==> config.mk <==
export PLATFORM = sky130hd
export DESIGN_NAME = pc_fetch_ctrl
export DESIGN_NICKNAME = d
export VERILOG_FILES = /design/src/rtl/pc_fetch_ctrl.sv
export SDC_FILE = /design/constraint.sdc
export NUM_CORES = 1
export LEC_CHECK = 0
export CORE_UTILIZATION = 42
export CTS_CLUSTER_DIAMETER = 100
export DETAILED_ROUTE_END_ITERATION = 6
export GPL_TIMING_DRIVEN = 1
export PLACE_DENSITY = 0.79
export REMOVE_ABC_BUFFERS = 1
export SETUP_SLACK_MARGIN = 0.02
export SLEW_MARGIN = 20
export SYNTH_ARGS = -nofsm -noshare
export SYNTH_HDL_FRONTEND = slang
export SYNTH_SLANG_ARGS = --single-unit
==> constraint.sdc <==
create_clock -name clk -period 2.05 [get_ports clk]
set_clock_uncertainty 0.05 [all_clocks]
set_input_delay 0.41 -clock clk [delete_from_list [all_inputs] [get_ports clk]]
set_output_delay 0.41 -clock clk [all_outputs]
set_load 0.03 [all_outputs]
==> src/rtl/pc_fetch_ctrl.sv <==
// Purpose : program counter and fetch sequencer (IDLE -> RUN -> DONE) between
//           the branch unit and the instruction ROM.
// Latency : one cycle from start/branch/increment to the new value on pc;
//           fetch_en is running gated by the current stall.
// Backpressure: stall holds pc and state for the cycle. Branch and halt are
//           ignored while stall is high.
//
// Optional feature: define PCF_STATS_EN to add the cycle_count and
// branch_count outputs (16-bit, saturating, cleared on reset and on start).
//
// Ports:
//   clk, rst_n      clock, synchronous active-low reset
//   start           one-cycle pulse: begin running at start_addr
//   start_addr      first instruction address
//   stall           hold pc this cycle
//   halt            current instruction is HALT
//   branch          branch taken for current instruction
//   address         branch target
//   pc              instruction ROM read address
//   fetch_en        ROM read enable (running & ~stall)
//   running, done   decoded state; done is sticky until the next start
//   overrun         pc ran off the end of program memory; sticky until start
//   cycle_count     (PCF_STATS_EN) cycles spent in RUN, stalls included
//   branch_count    (PCF_STATS_EN) accepted taken branches
module pc_fetch_ctrl #(
  parameter int PC_W       = 10,
  parameter int PROG_DEPTH = 1024
) (
  input  logic            clk,
  input  logic            rst_n,
  input  logic            start,
  input  logic [PC_W-1:0] start_addr,
  input  logic            stall,
  input  logic            halt,
  input  logic            branch,
  input  logic [PC_W-1:0] address,
  output logic [PC_W-1:0] pc,
  output logic            fetch_en,
  output logic            running,
  output logic            done,
`ifdef PCF_STATS_EN
  output logic [15:0]     cycle_count,
  output logic [15:0]     branch_count,
`endif
  output logic            overrun
);

  localparam logic [1:0] ST_IDLE = 2'd0;
  localparam logic [1:0] ST_RUN  = 2'd1;
  localparam logic [1:0] ST_DONE = 2'd2;

  localparam logic [PC_W-1:0] LAST_ADDR = PC_W'(PROG_DEPTH - 1);

  logic [1:0] state;

  // An instruction is acted on only in RUN and not stalled.
  logic advance;
  assign advance = (state == ST_RUN) && !stall;

  always_ff @(posedge clk) begin
    if (!rst_n) begin
      state   <= ST_IDLE;
      pc      <= '0;
      overrun <= 1'b0;
    end else if (start) begin
      state   <= ST_RUN;
      pc      <= start_addr;
      overrun <= 1'b0;
    end else if (advance) begin
      if (halt) begin
        // pc stays on the HALT instruction
        state <= ST_DONE;
      end else if (branch) begin
        pc <= address;
      end else if (pc == LAST_ADDR) begin
        // Falling off the end of program memory: stop and flag it.
        pc      <= '0;
        overrun <= 1'b1;
        state   <= ST_DONE;
      end else begin
        pc <= pc + PC_W'(1);
      end
    end
  end

  assign running  = (state == ST_RUN);
  assign done     = (state == ST_DONE);
  assign fetch_en = running && !stall;

`ifdef PCF_STATS_EN
  always_ff @(posedge clk) begin
    if (!rst_n || start) begin
      cycle_count  <= 16'd0;
      branch_count <= 16'd0;
    end else if (state == ST_RUN) begin
      if (cycle_count != 16'hFFFF) begin
        cycle_count <= cycle_count + 16'd1;
      end
      if (!stall && !halt && branch && (branch_count != 16'hFFFF)) begin
        branch_count <= branch_count + 16'd1;
      end
    end
  end
`endif

endmodule

==> impl_metrics.py <==
metrics = {
    "run_status": {
        "run_status": "completed",
    },
    "placement": {
        "routabilityCongestion": 0.880,
        "place_hpwl_mm": 2.43,
        "dpl.cell_count": 195,
        "portBuffers": 39,
    },
    "global_routing": {
        "globalRouteTotalUtil_pct": 27.7,
        "grt-ovfl-total": 0,
        "grt_first_pass_wirelength_mm": 5.19,
        "grt_antenna_before_repair": 0,
        "grt_max_degree": 13,
        "first_global_vias": 1167,
    },
    "cts": {
        "path_clk_slew_ps": 90,
        "post_cts_resized": 2,
        "clock_insertion_delay_worst_skew_ps": 290,
        "h_tree_lvl_count": 1,
        "cts_sinks": 13,
        "cts_tree": "built",
        "ctsRootBufferMaster": "clkbuf_4",
        "numCtsBuffers": 3,
        "post_cts.repair.setup_buffers": 0,
        "postCtsHoldBufs": 0,
        "ctsLongestPathBuffers": 2,
    },
    "sta": {
        "setup_repair_after_global_routing_missed_its_margin": "no",
        "max_slew_violation_count": 0,
        "timing.final.crit_period_ps": 1940,
        "finalHoldViolCount": 0,
        "maximum_clock_rate_mhz": 515,
        "tightest_slew_ps": 462,
        "min_period_over_period_pct": 94.7,
        "slew_headroom_pct": 69.1,
        "setup-violations-final": 0,
    },
    "critical_path": {
        "worst_path_max_delay_cell": "clkdlybuf4s50_1",
        "critPathLaunch": "pc[6]",
        "worstPathBufferInverterCount": 1,
        "timing.critical_path.required_ps": 1590,
        "worst_setup_path_start_kind": "register",
        "critical_path.endpoint_type": "output port",
        "r2r-start": "pc[0]",
        "crit_path_max_incr_delay_ps": 720,
        "cp.arrival_ps": 1480,
        "cp_max_fo": 7,
        "path_delay_family": "buffers and inverters",
        "list_of_cells_traversed_by_the_critical_path": "clkdlybuf4s50_1",
        "timing.setup.critical_path_class": "reg2out",
    },
    "floorplan": {
        "die_height_um": 50.0,
        "rows": 16,
        "fp.dieArea_um2": 2500,
        "die_width_um": 50.0,
        "start_util_pct": 46.8,
        "io_pins": 40,
        "fp.coreArea_um2": 2060,
    },
    "synth": {
        "post_syn_instances": 119,
        "netlist_area_um2": 966,
        "synth-main-ff-cell": "dfxtp_1",
        "postSynth.asyncResetShare_pct": 0,
        "ys_seq_elements": 13,
        "netlist-cell-type-count": 50,
        "synth-edff-count": 0,
        "ys_seq_area_share_pct": 26.9,
        "synthesis.area_per_instance_um2": 8.12,
        "ys_warn_count": 0,
    },
    "drt": {
        "route.final.wire_length_mm": 3.18,
        "remaining_drc_errors": 0,
        "post_route_antenna_net_violation_count": 0,
        "mean_number_of_vias_per_cell": 5.85,
        "wl_per_cell_um": 16.0,
        "detailroute.via_count": 1164,
        "detailedRoute.firstIterationViolations": 50,
        "detailedRoute.firstPassIterationCount": 4,
    },
    "cells_and_area": {
        "mostFrequentLayoutCells": "36 x clkdlybuf4s50_1, 16 x buf_4, 13 x dfxtp_1",
        "mostFrequentLayoutCell": "clkdlybuf4s50_1",
        "num-fill-cells": 167,
        "final_cell_count_no_fill": 199,
        "post_route_cells_drive_above_1_share_pct": 18.0,
        "final_net_count": 200,
        "layout-area-overhead-vs-synth_pct": 56.1,
        "antenna-diode-count": 0,
    },
    "flow_run": {
        "max-cap-violations": 0,
    },
    "pwr": {
        "p_leak_nw": 0.592,
        "powerDensity_nw_per_um2": 455,
        "ir_worst_vdd_mv": 0.334,
        "fin_total_pwr_uw": 686,
    },
    "hold_path": {
        "hold_path_class": "reg2reg",
        "hp-start": "overrun",
    },
}
==> routing by layer <==
metal  global-route usage [%]  part of all wire [%]  wire length, um
met5                        0                     0                0
met3                     6.17                   7.1              227
met4                     10.5                   1.9               59
met2                     49.8                    49             1560
met1                     31.4                    42             1340
==> final timing paths <==
check,slack [ps],endpoint,depth (start not counted)
setup / recovery,110,pc[6],1
hold / removal,450,overrun,2
setup reg to reg,120,pc[7],5
hold reg to reg,450,overrun,2
==> cell families (layout without fill, tap and decap cells) <==
family,count (synthesis),count (layout),share of synthesized area [%]
buffers and inverters,11,64,5.83
AO/OA/AOI/OAI,37,37,26.6
multiplexers,2,2,2.20
AND/OR/NAND/NOR,53,53,35.4
flip-flops,13,13,26.9
adder cells (fa/ha/maj),1,1,1.30
XOR/XNOR,2,2,1.81
==> report_power, final <==
group          switching [mW]  total, mW  internal, mW
registers              0.0262      0.294         0.268
clock network          0.0953      0.168        0.0725
logic                   0.104      0.224         0.120
total                   0.225      0.686         0.460
==> flip-flops by register name, indices dropped and copies added (netlist names) <==
name,cells
pc,10
state,2
overrun,1
==> layout make-up <==
class / instances / area (um2) / area share (%)
sequential: 13 / 260 / 17.3
tap: 27 / 33.8 / 2.24
clock inverter: 1 / 5.00 / 0.332
clock buffer: 3 / 22.5 / 1.49
inverter: 5 / 18.8 / 1.24
timing repair buffer: 55 / 518 / 34.4
multi-input combinational: 95 / 649 / 43.1
==> worst reg2reg max path, delay by kind of cell, from the launching register on <==
| family | cells | cell delay (ps) |
|---|---|---|
| AOI/OAI and AO/OA | 1 | 180 |
| adders and majority gates | 1 | 280 |
| DFF | 1 | 380 |
| and+or+nand+nor | 3 | 960 |
==> cell usage after synthesis, types with 2 or more instances <==
| master | number | area, um2 |
|---|---|---|
| o21ai_0 | 12 | 60.1 |
| or4b_1 | 2 | 20.0 |
| nand3b_1 | 2 | 15.0 |
| nor3_1 | 5 | 25.0 |
| buf_6 | 2 | 22.5 |
| o31a_1 | 2 | 17.5 |
| nand2_1 | 11 | 41.3 |
| nor2b_1 | 5 | 31.3 |
| nand3_1 | 6 | 30.0 |
| a21oi_1 | 4 | 20.0 |
| nand4_1 | 4 | 25.0 |
| inv_1 | 4 | 15.0 |
| and3_1 | 4 | 25.0 |
| o211ai_1 | 2 | 15.0 |
| o21ai_1 | 2 | 10.0 |
| clkbuf_1 | 3 | 11.3 |
| dfxtp_1 | 13 | 260 |
| nor2_1 | 4 | 15.0 |
==> through the flow <==
stage / setup slack (ps) / cell area (um2) / hold WS [ps] / util (%) / TNS (ps)
floorplan: 166 / 928 / 425 / - / 0
global placement: -54.3 / 1480 / 409 / 71.9 / -212
detailed placement: -74.6 / 1480 / 419 / 71.9 / -359
CTS: 111 / 1510 / 449 / 73.1 / 0
global route: 51.7 / 1510 / 512 / 73.1 / 0
finish: 109 / 1510 / 447 / 73.1 / 0
Power figures use the tool's default switching activity.
